### src/rtl/usr_pkg.sv
// ============================================================================
// Module : usr_pkg
// Brief  : Shared op/state types and helpers for the universal shift register.
// Rev    : 1.0  initial release
// ============================================================================
`default_nettype none

package usr_pkg;

   typedef enum logic [2:0] {
      HOLD = 3'd0,
      LOAD = 3'd1,
      SHUP = 3'd2,
      SHDN = 3'd3,
      ROUP = 3'd4,
      RODN = 3'd5,
      ASDN = 3'd6,
      CLR  = 3'd7
   } tOpUsr;

   typedef enum logic [0:0] {
      IDLE = 1'b0,
      RUN  = 1'b1
   } tStateUsr;

   // Only these ops are worth repeating; the rest are idempotent single steps.
   function automatic logic isShiftOp(input tOpUsr op);
      return (op == SHUP) || (op == SHDN) || (op == ROUP) ||
             (op == RODN) || (op == ASDN);
   endfunction

endpackage

`default_nettype wire

### src/rtl/usr_step.sv
// ============================================================================
// Module : usr_step
// Brief  : Combinational single-step next value of the shift register.
// Rev    : 1.0  initial release
// ============================================================================
`default_nettype none

module usr_step
   import usr_pkg::*;
#(
   parameter int WIDTH = 36
) (
   input  tOpUsr              op_i,
   input  logic [0:WIDTH-1]   q_i,
   input  logic [0:WIDTH-1]   d_i,
   input  logic               sin0_i,
   input  logic               sinN_i,
   output logic [0:WIDTH-1]   q_o
);

   // Bit 0 is the MSB, so "up" moves data toward index 0.
   always_comb begin
      q_o = q_i;
      case (op_i)
         HOLD: q_o = q_i;
         LOAD: q_o = d_i;
         SHUP: q_o = {q_i[1:WIDTH-1], sinN_i};
         SHDN: q_o = {sin0_i, q_i[0:WIDTH-2]};
         ROUP: q_o = {q_i[1:WIDTH-1], q_i[0]};
         RODN: q_o = {q_i[WIDTH-1], q_i[0:WIDTH-2]};
         ASDN: q_o = {q_i[0], q_i[0:WIDTH-2]};
         CLR:  q_o = '0;
         default: q_o = q_i;
      endcase
   end

endmodule

`default_nettype wire

### src/rtl/univ_shift_seq.sv
// ============================================================================
// Module : univ_shift_seq
// Brief  : Universal shift/rotate register with counted multi-cycle sequencer.
//          Define USR_BARREL_EN to finish counted sequences in one edge.
// Rev    : 1.0  initial release
// ============================================================================
`default_nettype none

module univ_shift_seq
   import usr_pkg::*;
#(
   parameter int WIDTH = 36,
   parameter int CW    = $clog2(WIDTH+1)
) (
   input  logic               clk,
   input  logic               rst_n,
   input  tOpUsr              op,
   input  logic               start,
   input  logic [CW-1:0]      count,
   input  logic [0:WIDTH-1]   d,
   input  logic               sin0,
   input  logic               sinN,
   output logic [0:WIDTH-1]   q,
   output logic               sout0,
   output logic               soutN,
   output logic               busy,
   output logic               done
);

   localparam logic [CW-1:0] ONE_C = CW'(1);

   logic [0:WIDTH-1] q_q, q_d, step_q;
   tStateUsr         state_q, state_d;
   tOpUsr            op_q, op_d;
   tOpUsr            step_op;
   logic [CW-1:0]    rem_q, rem_d;
   logic             done_q, done_d;

   // The same step logic serves direct mode and every RUN iteration.
   assign step_op = (state_q == RUN) ? op_q : op;

   usr_step #(.WIDTH(WIDTH)) u_step (
      .op_i   (step_op),
      .q_i    (q_q),
      .d_i    (d),
      .sin0_i (sin0),
      .sinN_i (sinN),
      .q_o    (step_q)
   );

`ifdef USR_BARREL_EN
   localparam logic [CW-1:0] W_C = CW'(WIDTH);
   logic [CW-1:0]    sh_amt, ro_amt;
   logic [0:WIDTH-1] ones, barrel_q;

   // Shifts saturate at WIDTH; rotates wrap modulo WIDTH.
   always_comb begin
      sh_amt = (count > W_C) ? W_C : count;
      ro_amt = count % W_C;
      ones   = '1;
      case (op)
         SHUP:    barrel_q = (q_q << sh_amt) | (~(ones << sh_amt) & {WIDTH{sinN}});
         SHDN:    barrel_q = (q_q >> sh_amt) | (~(ones >> sh_amt) & {WIDTH{sin0}});
         ASDN:    barrel_q = (q_q >> sh_amt) | (~(ones >> sh_amt) & {WIDTH{q_q[0]}});
         ROUP:    barrel_q = (q_q << ro_amt) | (q_q >> (W_C - ro_amt));
         RODN:    barrel_q = (q_q >> ro_amt) | (q_q << (W_C - ro_amt));
         default: barrel_q = q_q;
      endcase
   end
`endif

   always_comb begin
      q_d     = q_q;
      state_d = state_q;
      op_d    = op_q;
      rem_d   = rem_q;
      done_d  = 1'b0;
      case (state_q)
         IDLE: begin
            if (!start) begin
               q_d = step_q;
            end else if (count == '0) begin
               done_d = 1'b1;
            end else if (!isShiftOp(op)) begin
               q_d    = step_q;
               done_d = 1'b1;
            end else begin
`ifdef USR_BARREL_EN
               q_d    = barrel_q;
               done_d = 1'b1;
`else
               q_d   = step_q;
               op_d  = op;
               rem_d = count - ONE_C;
               if (count == ONE_C) begin
                  done_d = 1'b1;
               end else begin
                  state_d = RUN;
               end
`endif
            end
         end
         RUN: begin
            q_d   = step_q;
            rem_d = rem_q - ONE_C;
            if (rem_q == ONE_C) begin
               state_d = IDLE;
               done_d  = 1'b1;
            end
         end
         default: state_d = IDLE;
      endcase
   end

   always_ff @(posedge clk or negedge rst_n) begin
      if (!rst_n) begin
         q_q     <= '0;
         state_q <= IDLE;
         op_q    <= HOLD;
         rem_q   <= '0;
         done_q  <= 1'b0;
      end else begin
         q_q     <= q_d;
         state_q <= state_d;
         op_q    <= op_d;
         rem_q   <= rem_d;
         done_q  <= done_d;
      end
   end

   assign q     = q_q;
   assign sout0 = q_q[0];
   assign soutN = q_q[WIDTH-1];
   assign busy  = (state_q == RUN);
   assign done  = done_q;

endmodule

`default_nettype wire

### config.mk
export PLATFORM = sky130hd
export DESIGN_NAME = univ_shift_seq
export DESIGN_NICKNAME = d
export VERILOG_FILES = /design/src/rtl/usr_pkg.sv /design/src/rtl/usr_step.sv /design/src/rtl/univ_shift_seq.sv
export SDC_FILE = /design/constraint.sdc
export NUM_CORES = 1
export LEC_CHECK = 0
export BUFFER_PORTS_ARGS = -buffer_cell sky130_fd_sc_hd__buf_2
export CAP_MARGIN = 20
export CORE_ASPECT_RATIO = 0.6
export CORE_MARGIN = 2
export CORE_UTILIZATION = 55
export DETAILED_ROUTE_END_ITERATION = 8
export PLACE_DENSITY = 0.83
export SYNTH_ARGS = -nofsm -noshare
export SYNTH_HDL_FRONTEND = slang
export SYNTH_SLANG_ARGS = --single-unit
### constraint.sdc
create_clock -name clk -period 4.53 [get_ports clk]
set_input_delay 0.906 -clock clk [delete_from_list [all_inputs] [get_ports clk]]
set_output_delay 0.906 -clock clk [all_outputs]
set_load 0.005 [all_outputs]
==> results.txt <==
----------------------------------------------------
[STA]
  Endpoints failing setup ... 0
  Hold Vio Cnt, Final ... 0
  Relative max-transition margin ... 0.3184
  Worst hold slack ... just over 0.4 ns
  Total negative setup slack ... 0 ns
  Maximum clock rate ... 370.1 MHz
  Min cycle time layout ... 2.702 ns
  Pins Over Slew Limit ... 0
  Setup Skew ... approximately 0.010 ns
  Setup repair after global routing missed its margin ... no
  Post-route worst setup slack ... around 1.8 ns
  Final cycle utilization of the critical path ... 0.5965
  Worst-Margin Slew ... between 1 and 1.5 ns

[Floorplan]
  Overall die height ... 59.46 um
  Effective utilization at floorplan ... 0.5633
  Core ar. ... roughly 5000 um^2
  Number of placed I/O pins ... 90
  Floorplan row count ... 20
  Horizontal extent of the die ... 96.43 um
  Die ar. ... between 5000 and 6000 um^2

[Setup path]
  Data required time at the worst endpoint ... 4.73 ns
  WP data arrival ... between 2 and 3 ns
  Crit Path Class ... in2reg
  Cell family with the largest share of critical-path delay ... compound AO/OA/AOI/OAI gates
  Worst setup slack for register-to-register paths ... 2.13 ns
  Crit end category ... flop
  Critical path buffer and inverter count ... 1
  Crit start category ... input port
  Crit-path cells ... buf_2 > o32a_2 > o22ai_4 > nor3_2 > a32o_1
  Worst-path maximum fanout ... 39
  Cell with the largest stage delay on the worst path ... sky130_fd_sc_hd__o22ai_4
  Largest stage delay on the critical path ... ~0.81 ns

[Final layout]
  Count of inserted antenna diode cells ... 0
  Sequential cell area ... around 1200 um^2
  Area of the multi-input gates ... about 1500 um^2
  Post-layout net count ... 432
  Top library cells by usage in the layout, fill and taps aside ... 89 x sky130_fd_sc_hd__buf_2, 47 x sky130_fd_sc_hd__nand2_1, 47 x sky130_fd_sc_hd__o21ai_0, 47 x sky130_fd_sc_hd__dfrtp_1, 35 x sky130_fd_sc_hd__a221oi_1
  Most common cell after layout, fill and taps aside ... sky130_fd_sc_hd__buf_2
  Layout Area Growth over Synthesis ... 19.09%
  Final design instance area without fill ... ~3400 um^2
  Layout fillers ... 428
  Ratio of cells with drive above 1 in the final layout ... 0.3042

[Min path]
  Hold WC Path Type ... in2async

[Synthesis]
  Net count after synthesis ... about 360
  Post-synthesis sequential area ratio ... 0.4172
  Number of unique standard cell types used by synthesis ... 42
  Mapped Avg Cell Area ... roughly 9.3 um^2
  Area fraction of the dominant cell type after synthesis ... 0.4172
  Largest area contributor in the synthesized netlist ... sky130_fd_sc_hd__dfrtp_1
  Async set or reset register ratio after synthesis ... 1.000
  Count of state elements after synthesis ... 47
  Summed instance area of the synthesized netlist ... around 2800 um^2
  Number of warnings issued by yosys ... 0
  Post-synthesis instance total ... approximately 300
  Cell types with the largest area share after synthesis ... sky130_fd_sc_hd__dfrtp_1 42%, sky130_fd_sc_hd__a221oi_1 11%, sky130_fd_sc_hd__o21ai_0 8.3%
  Number of synthesized flops with an enable pin ... 0
  Most used DFF post-synth ... sky130_fd_sc_hd__dfrtp_1

[CTS]
  Clk pin slew, worst setup/hold paths ... roughly 0.080 ns
  Cell at the root of the clock tree ... sky130_fd_sc_hd__clkbuf_8
  Clock tree from TritonCTS ... done
  CTS hold repair buffers ... 0
  # Post-CTS Setup Buffers ... 0
  Total of cells resized after clock tree synthesis ... 0
  Total clock buffers created by CTS ... 5
  H-tree lvl count ... 2
  Clock network latency to the later pin of the worst-skew pair ... between 0.3 and 0.4 ns
  Clock net sink count ... 47
  Max Buffers Root-to-Sink ... 2

[Pwr]
  Switching share of power ... 0.4724
  Sequential share of power ... 0.306
  Leakage component of the power ... roughly 0.0015 uW
  Combinational fraction of design power ... 0.587
  VDD IR max ... around 0.63 mV
  Net switching power ... about 1400 uW
  Internal Dissipation ... about 1600 uW
  Part of the total power dissipated in the clock network ... 0.107
  Power density relative to cell area ... ~900 nW/um^2

[GRT]
  GRT overflow ... 0
  Wire length of the first global-routing pass ... 12130 um
  Vias in the first global route ... roughly 2500
  Maximum number of pins on one net before global-route repair ... 48
  Total track usage ... 0.2752
  Initial antenna violation count ... 0

[Place]
  Hpwl dp ... slightly above 5000 um
  Cell area after placement ... about 3200 um^2
  Number of port buffers ... approximately 90
  Dpl ws ... 1.535 ns
  Final RePlAce weighted congestion ... ~0.85

[Route]
  Sum of routed wire length over all layers ... between 7000 and 8000 um
  ANT nets after route ... 0
  WL/cell ... 17.01 um
  Vias per cell ... between 6 and 7
  Pre-antenna DRT Iters ... 4
  Violation count after the first detailed-route iteration ... approximately 170
  Total via count after detailed routing ... between 2000 and 3000
  DRC violation count after routing ... 0

[Run]
  Number of max-cap violations ... 0

[Status]
  Result of the run ... completed

----------------------------------------------------
[flip-flops by register name, indices dropped and copies added, names as in the netlist]
name and count:
busy 1, done 1, op_q 3, q 36, rem_q 6
[Yosys cell counts, types with 3 or more instances]
cell	n
sky130_fd_sc_hd__nor3_1	4
sky130_fd_sc_hd__xnor2_1	3
sky130_fd_sc_hd__buf_6	4
sky130_fd_sc_hd__buf_4	3
sky130_fd_sc_hd__nand2_1	47
sky130_fd_sc_hd__a221oi_1	35
sky130_fd_sc_hd__a21oi_1	3
sky130_fd_sc_hd__o21ai_1	29
sky130_fd_sc_hd__o21ai_0	47
sky130_fd_sc_hd__buf_2	10
sky130_fd_sc_hd__mux2_2	3
sky130_fd_sc_hd__inv_1	5
sky130_fd_sc_hd__ha_1	5
sky130_fd_sc_hd__clkbuf_1	6
sky130_fd_sc_hd__xor2_1	5
sky130_fd_sc_hd__nor2_1	11
sky130_fd_sc_hd__mux2i_1	5
sky130_fd_sc_hd__dfrtp_1	47
[final cells by class]
cell class / instances / area share
Timing Repair Buffer: 93 / 0.1454
Sequential cell: 47 / 0.3504
Tap cell: 66 / 0.02460
Inverter: 5 / 0.005591
Multi-Input combinational cell: 225 / 0.4391
Clock inverter: 2 / 0.01044
Clock buffer: 6 / 0.02460
[power groups by stage]
stage / Combinational, uW / Clock (uW) / Sequential, uW
5_1_grt: 1990 / 344 / 952
3_5_place_dp: 1750 / 0 / 920
6_report: 1770 / 324 / 926
3_3_place_gp: 1690 / 0 / 911
2_1_floorplan: 1380 / 0 / 870
4_1_cts: 1750 / 324 / 914
[final timing paths]
path,startpoint,endpoint,depth (start not counted)
min in group clk,q[23]$_DFFE_PN0P_,q[23]$_DFFE_PN0P_,2
hold / removal,rst_n,rem_q[4]$_DFFE_PN0P_,1
setup / recovery,op[1],q[0]$_DFFE_PN0P_,5
hold reg to reg,q[23]$_DFFE_PN0P_,q[23]$_DFFE_PN0P_,2
setup reg to reg,op_q[1]$_DFFE_PN0P_,q[0]$_DFFE_PN0P_,5
max in group asynchronous,rst_n,done$_DFF_PN0_,2
[layer usage]
metal,routed length [um],share of wire,up-vias,global-route usage
li1,-,-,1278,-
met1,3531,0.47,1315,0.4320
met2,3250,0.43,136,0.3919
met3,692,0.092,7,0.05344
met4,76,0.010,0,0.06439
met5,0,0,-,0
[logic make-up (layout without fill, tap and decap cells)]
group                    Yosys count  in the layout  synth area share
AO/OA/AOI/OAI                    128            128            0.3080
flip-flops                        47             47            0.4172
XOR/XNOR                           9              9           0.03063
buffers and inverters             30            106           0.05992
AND/OR/NAND/NOR                   74             74            0.1243
adder cells (fa/ha/maj)            5              5           0.02219
multiplexers                       9              9           0.03773
[metrics by stage]
step | util | std cells | total power (uW)
floorplan | - | 302 | 2246
global placement | 0.6433 | 435 | 2605
detailed placement | 0.6433 | 435 | 2668
CTS | 0.6668 | 443 | 2992
global route | 0.6708 | 444 | 3288
finish | 0.6708 | 444 | 3022
Power figures use the tool's default switching activity.
